### config.mk
export PLATFORM = sky130hd
export DESIGN_NAME = ifetch_stage
export DESIGN_NICKNAME = d
export VERILOG_FILES = /design/src/rtl/ifetch_stage.sv
export SDC_FILE = /design/constraint.sdc
export NUM_CORES = 1
export LEC_CHECK = 0
export CAP_MARGIN = 0
export CORE_MARGIN = 2
export CORE_UTILIZATION = 25
export DETAILED_ROUTE_END_ITERATION = 8
export HOLD_SLACK_MARGIN = 0.1
export PLACE_DENSITY_LB_ADDON = 0.2
export SYNTH_ARGS = -nofsm -noshare
export SYNTH_HDL_FRONTEND = slang
export SYNTH_SLANG_ARGS = --single-unit
### constraint.sdc
create_clock -name clk -period 4.1 [get_ports clk]
set_clock_uncertainty 0.05 [all_clocks]
set_input_delay 0.82 -clock clk [delete_from_list [all_inputs] [get_ports clk]]
set_output_delay 0.82 -clock clk [all_outputs]
set_load 0.03 [all_outputs]
### src/rtl/ifetch_stage.sv
`default_nettype none
// ============================================================================
// ifetch_stage : RV32 fetch front end (PC, imem request, fetch queue to decode)
// Optional feature macro: IFETCH_PERF_CNT_EN (adds fetch_count)  | Rev 1.0
// ============================================================================
module ifetch_stage #(
  parameter logic [31:0] RESET_PC = 32'h0000_0000,
  parameter int          FQ_DEPTH = 2
) (
  input  logic        clk,
  input  logic        reset,
  output logic        imem_req,
  output logic [31:0] imem_addr,
  input  logic [31:0] imem_rdata,
  input  logic        redirect,
  input  logic [31:0] redirect_pc,
  output logic        id_valid,
  output logic [31:0] id_instr,
  output logic [31:0] id_pc,
  input  logic        id_ready
`ifdef IFETCH_PERF_CNT_EN
  ,
  output logic [31:0] fetch_count
`endif
);

  localparam int              PW      = $clog2(FQ_DEPTH);
  localparam logic [31:0]     C_NOP   = 32'h0000_0013;
  localparam logic [PW+1:0]   C_DEPTH = (PW+2)'(FQ_DEPTH);

  logic [31:0]   pc_q, pc_d;
  logic [31:0]   instr_q [FQ_DEPTH];
  logic [31:0]   instr_d [FQ_DEPTH];
  logic [31:0]   epc_q   [FQ_DEPTH];
  logic [31:0]   epc_d   [FQ_DEPTH];
  logic [PW-1:0] rd_q, rd_d, wr_q, wr_d;
  logic [PW:0]   count_q, count_d;
  logic          inflight_q, inflight_d;
  logic [31:0]   req_pc_q, req_pc_d;

  logic          pop;
  logic          push;
  logic [PW+1:0] credits_used;

  always_comb begin
    id_valid     = !reset && !redirect && (count_q != '0);
    pop          = id_valid && id_ready;
    push         = inflight_q && !redirect;
    // A pop this cycle frees its slot for a request issued in the same cycle.
    credits_used = {1'b0, count_q} + {{(PW+1){1'b0}}, inflight_q}
                 - {{(PW+1){1'b0}}, pop};
    imem_req     = !reset && !redirect && (credits_used < C_DEPTH);
    imem_addr    = pc_q;
    id_instr     = instr_q[rd_q];
    id_pc        = epc_q[rd_q];
  end

  always_comb begin
    pc_d       = pc_q;
    instr_d    = instr_q;
    epc_d      = epc_q;
    rd_d       = rd_q;
    wr_d       = wr_q;
    count_d    = count_q;
    inflight_d = inflight_q;
    req_pc_d   = req_pc_q;
    if (redirect) begin
      pc_d       = {redirect_pc[31:2], 2'b00};
      rd_d       = '0;
      wr_d       = '0;
      count_d    = '0;
      inflight_d = 1'b0;
    end else begin
      if (push) begin
        instr_d[wr_q] = imem_rdata;
        epc_d[wr_q]   = req_pc_q;
        wr_d          = wr_q + 1'b1;
      end
      if (pop) begin
        rd_d = rd_q + 1'b1;
      end
      count_d = count_q + {{PW{1'b0}}, push} - {{PW{1'b0}}, pop};
      if (imem_req) begin
        pc_d       = pc_q + 32'd4;
        inflight_d = 1'b1;
        req_pc_d   = pc_q;
      end else begin
        inflight_d = 1'b0;
      end
    end
  end

  always_ff @(posedge clk) begin
    if (reset) begin
      pc_q       <= RESET_PC;
      rd_q       <= '0;
      wr_q       <= '0;
      count_q    <= '0;
      inflight_q <= 1'b0;
      req_pc_q   <= '0;
      for (int i = 0; i < FQ_DEPTH; i++) begin
        instr_q[i] <= C_NOP;
        epc_q[i]   <= '0;
      end
    end else begin
      pc_q       <= pc_d;
      instr_q    <= instr_d;
      epc_q      <= epc_d;
      rd_q       <= rd_d;
      wr_q       <= wr_d;
      count_q    <= count_d;
      inflight_q <= inflight_d;
      req_pc_q   <= req_pc_d;
    end
  end

`ifdef IFETCH_PERF_CNT_EN
  logic [31:0] fetch_count_q, fetch_count_d;

  always_comb begin
    fetch_count_d = fetch_count_q + {31'd0, pop};
  end

  always_ff @(posedge clk) begin
    if (reset) begin
      fetch_count_q <= '0;
    end else begin
      fetch_count_q <= fetch_count_d;
    end
  end

  assign fetch_count = fetch_count_q;
`endif

endmodule
`default_nettype wire

Yosys cells after proc, flatten, opt, wreduce, memory -nomap -nowiden
Cells that the tools add are included.
{"block": "op_classes", "n_addsub": 7, "order_cmp": 4, "n_mux": 13, "bitwise_logic": 3, "n_reduce_logical": 13}
{"op": "$mux 32", "count": 9}
{"op": "$bwmux 64", "count": 2}
{"op": "$add 32x3->32 const B", "count": 1}
{"op": "$demux 32 s1", "count": 1}
{"op": "$logic_and 1x1->1", "count": 6}
{"op": "$ge 2x2->1 const B", "count": 2}
{"op": "$not 1->2", "count": 2}
{"op": "$reduce_and 2->1", "count": 2}
{"op": "$reduce_bool 2->1", "count": 2}
{"op": "$add 2x1->3", "count": 1}
{"op": "$lt 3x2->1 const B", "count": 1}
{"op": "$sub 3x1->3", "count": 1}
{"op": "$add 1x1->1 const B", "count": 2}
{"op": "$add 2x1->2", "count": 1}
{"op": "$logic_not 1->1", "count": 2}
{"op": "$lt 2x1->1 const B", "count": 1}
{"op": "$reduce_or 2->1", "count": 1}
{"op": "$sub 2x1->2", "count": 1}
{"op": "$mux 1", "count": 1}
{"op": "$not 1->1", "count": 1}
{"block": "word_totals", "ff_bits": 197, "inputBits": 68, "word_cells": 51}

Longest topological paths before layout
Gate-level depths: netlist (run 1).
{"block": "logic_depth", "depth_word": 9, "mapped_depth": 14}

Least setup slack after synthesis (run 1)
OpenSTA, ideal clock, no wires.
{"block": "synth_timing", "kind": "input-to-output", "start": "in redirect", "end": "out imem_req", "t_arrival_ps": 3387, "t_required_ps": 3230, "setup_slack_ps": -157, "cell_stages": 11, "path_buffers": 2, "cell_sequence": "nor2_4 -> o21a_1 -> and2_1 -> ha_1 -> nand2b_1 -> fa_1 -> xnor2_1 -> nand3_2 -> inv_1 -> buf_2 -> buf_1"}
{"block": "synth_between", "elab_chain_len": 7}
{"element": "from (decl)", "line": "15", "text": "input logic redirect,"}
{"element": "$logic_not 1->1", "line": "46", "text": "id_valid = !reset && !redirect && (count_q != '0);"}
{"element": "$logic_and 1x1->1 (2 in series)", "line": "46"}
{"element": "via id_valid", "line": "17", "text": "output logic id_valid,"}
{"element": "$logic_and 1x1->1", "line": "47", "text": "pop = id_valid && id_ready;"}
{"element": "via pop", "line": "41", "text": "logic pop;"}
{"element": "$sub 3x1->3", "line": "51", "text": "- {{(PW+1){1'b0}}, pop};"}
{"element": "$lt 3x2->1", "line": "52", "text": "imem_req = !reset && !redirect && (credits_used < C_DEPTH);"}
{"element": "$logic_and 1x1->1", "line": "52"}
{"element": "to (decl)", "line": "12", "text": "output logic imem_req,"}
The timed path passes the listed nets, and every way through them passes these cells.

Worst setup path in the final report (run 1)
{"block": "layout_timing", "start": "in redirect", "end": "out imem_req"}
{"block": "layout_between", "elab_chain_len": 7}
{"element": "$logic_not 1->1", "line": "46"}
{"element": "$logic_and 1x1->1 (2 in series)", "line": "46"}
{"element": "$logic_and 1x1->1", "line": "47"}
{"element": "via pop", "line": "41"}
{"element": "$sub 3x1->3", "line": "51"}
{"element": "$lt 3x2->1", "line": "52"}
{"element": "$logic_and 1x1->1", "line": "52"}
The timed path passes the listed nets, and every way through them passes these cells.

==> results.json, run 1 <==
{
  "status": "finished clean",
  "yosysUniqueCellTypes": 53,
  "finalSetupViolCount": 0,
  "first_global_vias": 6806,
  "async_flop_share": 0,
  "cp-start-kind": "primary input",
  "insertion_delay_ns": 0.43,
  "drive_gt1_frac": 0.120,
  "post-route-period-util": 0.960,
  "crit_chain": "clkdlybuf4s50_1, nor2_4, o21a_1, and2_1, ha_1, nand2b_1, fa_1, xnor2_2, nand3_2, inv_2, buf_6",
  "cts_buffer_depth": 2,
  "grt_max_degree": 183,
  "synth-edff-count": 0,
  "gr-usage-all-layers": 0.140,
  "initial_core_util": 0.255,
  "yosys.cell_count.top_type": "nand2_1",
  "drc": 0,
  "hp-class": "register to register",
  "htreeDepth": 4,
  "dr_total_vias": 7063,
  "slowest_delay_ns": 0.53,
  "maxCapViolCount": 0,
  "ys_top_cells_by_count": "nand2_1, dfxtp_1, a21oi_1, mux2_2, clkbuf_1",
  "path_buf_inv": 3,
  "yosys_warnings": 0,
  "clkPwrFrac": 0.435,
  "post_cts_buffers": 0,
  "fin_crit_ns": 3.94,
  "max_freq_ghz": 0.254,
  "antenna_found_initial": 0,
  "grt_overflow": 0,
  "wire_per_inst_um": 15.5,
  "regArea_mm2": 0.00379,
  "synth_top_area_share": 0.468,
  "area_delta_synth_final_pct": 32.9,
  "io_buffer_count": 159,
  "die_w_um": 184,
  "synthFlopType": "dfxtp_1",
  "multiInputGateArea_mm2": 0.00398,
  "grt_pass1_wl_um": 37400,
  "drt-vias-per-instance": 4.60,
  "synthTopCellsByArea": "dfxtp_1, nand2_1, a21oi_1, mux2_2, clkbuf_1",
  "end_kind": "output pin",
  "pwr-share-comb": 0.098,
  "clock-sinks": 189,
  "avgSynthCellArea_um2": 8.09,
  "finalHoldViolations": 0,
  "critical-path-slowest-cell": "clkdlybuf4s50_1",
  "core_area_mm2": 0.0317,
  "finalMaxSlewViolations": 0,
  "arrival_ns": 3.07,
  "switching_share": 0.251,
  "die-area_mm2": 0.0338,
  "whs_path_depth": 2,
  "drtIter0Drc": 413,
  "r2r_setup_slack_ns": 1.03,
  "wl_um": 23800,
  "required_ns": 3.23,
  "fin_tns_setup_ns": 0,
  "die_height_um": 184,
  "path_delay_family": "buffers and inverters",
  "dp_slack_ns": 0.0520,
  "synth_top_cell_by_area": "dfxtp_1",
  "seq_power_share": 0.468,
  "clkTransAtPathRegs_ns": 0.07,
  "ys_seq_area_frac": 0.468,
  "crit_start": "redirect",
  "cts_buffers": 17,
  "syn_inst": 999,
  "io_pins": 166,
  "max_slew_margin": 0.393,
  "min_to": "instr_q[8]",
  "placed_cell_area_mm2": 0.0101,
  "fin_nets": 1196,
  "p_leak_nw": 3.68,
  "drtPass1Iterations": 4,
  "crit_fanout": 4,
  "p_int_mw": 3.10,
  "reg2reg_to": "imem_addr[8]",
  "whs_ns": 0.402,
  "switchingPower_mw": 1.04,
  "worst_slack_ns": 0.163,
  "reg2regPathDepth": 11,
  "power_mw": 4.13,
  "rsz0062_at_grt": "no",
  "power.density_mw_per_mm2": 385,
  "path_class": "primary input to output pin",
  "fill_cells": 3326,
  "postSynthRegisterBits": 189,
  "ant_nets": 0,
  "crit-reg2reg-launch": "count_q[1]",
  "synth_area_mm2": 0.00809,
  "peakVddDrop_mv": 0.279,
  "n_antenna_cell": 0,
  "cts_tree": "built",
  "place_congestion": 0.756,
  "rows": 65,
  "min_from": "instr_q[8]",
  "dp.final_hpwl_um": 15100,
  "tightestPinTransition_ns": 0.911,
  "cts_root_buffer": "clkbuf_16",
  "final_area_mm2": 0.0107
}
per-stage QoR:
stage	instances	util
finish	1536	0.339
global route	1536	0.339
CTS	1536	0.338
detailed placement	1506	0.319
global placement	1506	0.319
floorplan	1002	-
power by group through the flow:
stage / Sequential [mW] / Combinational [mW] / Clock [mW]
6_report: 1.93 / 0.404 / 1.80
5_1_grt: 1.94 / 0.437 / 1.93
4_1_cts: 1.93 / 0.409 / 1.87
3_5_place_dp: 1.98 / 0.407 / 0
3_3_place_gp: 1.98 / 0.407 / 0
2_1_floorplan: 2.00 / 0.186 / 0
cell usage in the layout (no fill, tap or decap), types with 3 or more instances in the layout:
cell type,instances
nand4_1,10
nand2_1,327
nand3b_1,7
and2_1,5
xnor2_1,4
a32oi_1,6
nand2b_1,5
and3_1,4
nor2_1,15
buf_12,6
nor4_2,3
inv_1,9
or3_1,4
o21ai_0,11
a21oi_1,164
mux2_2,66
xor2_1,7
nor2b_1,6
a22oi_1,10
o22ai_1,6
nor3_1,5
bufinv_16,4
nand3_1,17
nor2_4,3
ha_1,4
clkbuf_16,17
mux2i_1,3
buf_4,15
dfxtp_1,188
clkdlybuf4s50_1,156
conb_1,4
tightest hold or removal path, stage by stage, from the launching register on:
cell	delay, ns
dfxtp_1	0.31
nand2_1	0.05
a21oi_1	0.05
state kept, by name, summed over array words and instances (netlist names):
name	count
inflight_q	1
epc_q	60
rd_q	1
count_q	2
req_pc_q	30
imem_addr	30
wr_q	1
instr_q	64
cell families after synthesis:
logic type | share of synthesized area
simple gates | 0.227
flops | 0.468
other cells | 0.000464
compound gates | 0.142
buf+inv | 0.0447
xor+xnor | 0.0130
mux | 0.0956
fa+ha+maj | 0.00867
worst max path at each step:
stage | cells after the start | slack, ns | to
final | 11 | 0.16 | imem_req
after detailed placement | 11 | 0.05 | imem_req
after global placement | 11 | 0.09 | imem_req
after global routing | 11 | 0.02 | imem_req
after CTS | 11 | 0.06 | imem_req
after floorplan | 11 | 0.05 | imem_req
area by class of cell:
class / instances / area share
multi-input combinational: 726 / 0.370
sequential: 189 / 0.352
timing repair buffer: 179 / 0.169
tap: 402 / 0.0468
clock buffer: 18 / 0.0409
clock inverter: 12 / 0.0173
inverter: 10 / 0.00349
timing repair:
action	4_1_cts	5_1_grt
gates resized for setup	0	3
hold buffers	0	0
endpoints found under the setup margin	0	1
routing by layer:
metal	track usage	vias up	routed length, um
met5	0	-	0
met4	0.0314	0	221
met3	0.0315	12	1060
met2	0.218	149	10500
met1	0.197	3295	12000
li1	-	3607	-
(Power assumes the default switching activity.)
==> run 2: changes to the inputs <==
==> constraint.sdc (replaced) <==
create_clock -name clk -period 4.1 [get_ports clk]
set_clock_uncertainty 0.05 [all_clocks]
set_input_delay 0.82 -clock clk [delete_from_list [all_inputs] [get_ports clk]]
set_output_delay 0.82 -clock clk [all_outputs]
set_load 0.05 [all_outputs]
==> results.json, run 2 (synthesized netlist as in run 1, its figures left out) <==
{
  "status": "finished clean",
  "top_register": "instr_q",
  "drtIter0Drc": 400,
  "io_buffer_count": 159,
  "p_leak_nw": 3.67,
  "io_pins": 166,
  "clkPwrFrac": 0.416,
  "power.density_mw_per_mm2": 382,
  "reg.largest.list": "instr_q: 64 flops, epc_q: 60 flops",
  "arrival_ns": 2.89,
  "insertion_delay_ns": 0.44,
  "first_global_vias": 6587,
  "finalHoldViolations": 0,
  "ant_nets": 0,
  "drive_gt1_frac": 0.123,
  "peakVddDrop_mv": 0.304,
  "path_class": "primary input to output pin",
  "final_common_cell": "nand2_1",
  "worst_slack_ns": 0.344,
  "largest_register_ffs": 64,
  "whs_ns": 0.400,
  "crit_fanout": 5,
  "hp-class": "register to register",
  "slowest_delay_ns": 0.50,
  "fin_crit_ns": 3.76,
  "rsz0062_at_grt": "no",
  "n_antenna_cell": 0,
  "end_kind": "output pin",
  "maxCapViolCount": 0,
  "multiInputGateArea_mm2": 0.00398,
  "area_delta_synth_final_pct": 32.5,
  "die-area_mm2": 0.0338,
  "grt_pass1_wl_um": 37200,
  "cts_buffers": 17,
  "pwr-share-comb": 0.111,
  "cts_root_buffer": "clkbuf_16",
  "tightestPinTransition_ns": 1.13,
  "path_buf_inv": 3,
  "max_freq_ghz": 0.266,
  "grt_max_degree": 103,
  "path_delay_family": "buffers and inverters",
  "regArea_mm2": 0.00379,
  "dr_total_vias": 6931,
  "required_ns": 3.23,
  "die_w_um": 184,
  "clkTransAtPathRegs_ns": 0.07,
  "place_congestion": 0.751,
  "cts_buffer_depth": 2,
  "switching_share": 0.274,
  "fin_tns_setup_ns": 0,
  "core_area_mm2": 0.0317,
  "dp.final_hpwl_um": 15000,
  "drc": 0,
  "power_mw": 4.09,
  "finalMaxSlewViolations": 0,
  "antenna_found_initial": 0,
  "clock-sinks": 189,
  "critical-path-slowest-cell": "clkdlybuf4s50_1",
  "die_height_um": 184,
  "finalSetupViolCount": 0,
  "drt-vias-per-instance": 4.50,
  "post-route-period-util": 0.916,
  "fin_util": 0.338,
  "switchingPower_mw": 1.12,
  "fill_cells": 3354,
  "dp_slack_ns": -0.0461,
  "crit_chain": "clkdlybuf4s50_1, and2_1, ha_1, nand2b_1, fa_1, xnor2_2, nand3_2, inv_4, buf_12",
  "gr-usage-all-layers": 0.139,
  "drtPass1Iterations": 5,
  "rows": 65,
  "cts_tree": "built",
  "wl_um": 23600,
  "max_slew_margin": 0.245,
  "seq_power_share": 0.472,
  "layout_common_cells": "nand2_1, dfxtp_1, a21oi_1",
  "initial_core_util": 0.255,
  "wire_per_inst_um": 15.4,
  "grt_overflow": 0,
  "fin_nets": 1198,
  "htreeDepth": 4,
  "cp-start-kind": "primary input",
  "p_int_mw": 2.97
}
run 2: cell types whose count changed in the layout (fill, tap and decap cells not counted), sizes merged:
cell / delta
clkinvlp: +1
clkdlybuf4s50: -1
bufinv: -2
inv: +2
buf: +2
dlymetal6s2s: +1
clkinv: +1
run 2: final timing paths:
path	cells past startpoint	slack, ns	from	endpoint
setup reg to reg	12	0.94	count_q[1]	imem_addr[12]
hold reg to reg	2	0.40	epc_q[15]	epc_q[15]
setup / recovery	9	0.34	id_ready	imem_req
hold / removal	2	0.40	epc_q[15]	epc_q[15]
run 2: worst register-to-register path: cells and delay by family (launching register included):
family                   cells  cell delay [ns]
AND/OR/NAND/NOR              5             0.86
adder cells (fa/ha/maj)      2             0.70
flip-flops                   1             0.39
buffers and inverters        2             0.36
AO/OA/AOI/OAI                1             0.24
multiplexers                 1             0.23
XOR/XNOR                     1             0.21
run 2: per-layer routing:
metal / vias up / global-route usage / routed length (um) / part of all wire
met1: 3162 / 0.203 / 12100 / 0.51
met4: 0 / 0.0336 / 171 / 0.0072
met5: - / 0 / 0 / 0
met3: 8 / 0.0309 / 1100 / 0.047
li1: 3607 / - / - / -
met2: 154 / 0.207 / 10200 / 0.43
run 2: cell type report:
| class | count | area share |
|---|---|---|
| Sequential cell | 189 | 0.353 |
| Tap cell | 402 | 0.0469 |
| Clock inverter | 14 | 0.0148 |
| Clock buffer | 18 | 0.0401 |
| Inverter | 10 | 0.00374 |
| Multi-Input combinational cell | 726 | 0.371 |
| Timing Repair Buffer | 181 | 0.170 |
run 2: power by group through the flow:
stage / sequential (mW) / clock (mW) / combinational, mW
floorplan: 2.03 / 0 / 0.210
global placement: 1.98 / 0 / 0.459
detailed placement: 1.97 / 0 / 0.458
CTS: 1.93 / 1.77 / 0.460
global route: 1.94 / 1.83 / 0.492
finish: 1.93 / 1.70 / 0.456
run 2: repair_timing:
item	in CTS	in global routing
hold buffers	0	0
endpoints found under the setup margin	1	1
buffers inserted	0	1
resized for setup	1	3
pin swaps	0	1
hold endpoints to repair	0	0
run 2: per-stage QoR:
stage	area [um2]	std cells
global route	10700	1540
CTS	10700	1539
floorplan	8100	1002
finish	10700	1540
detailed placement	10100	1507
global placement	10100	1507
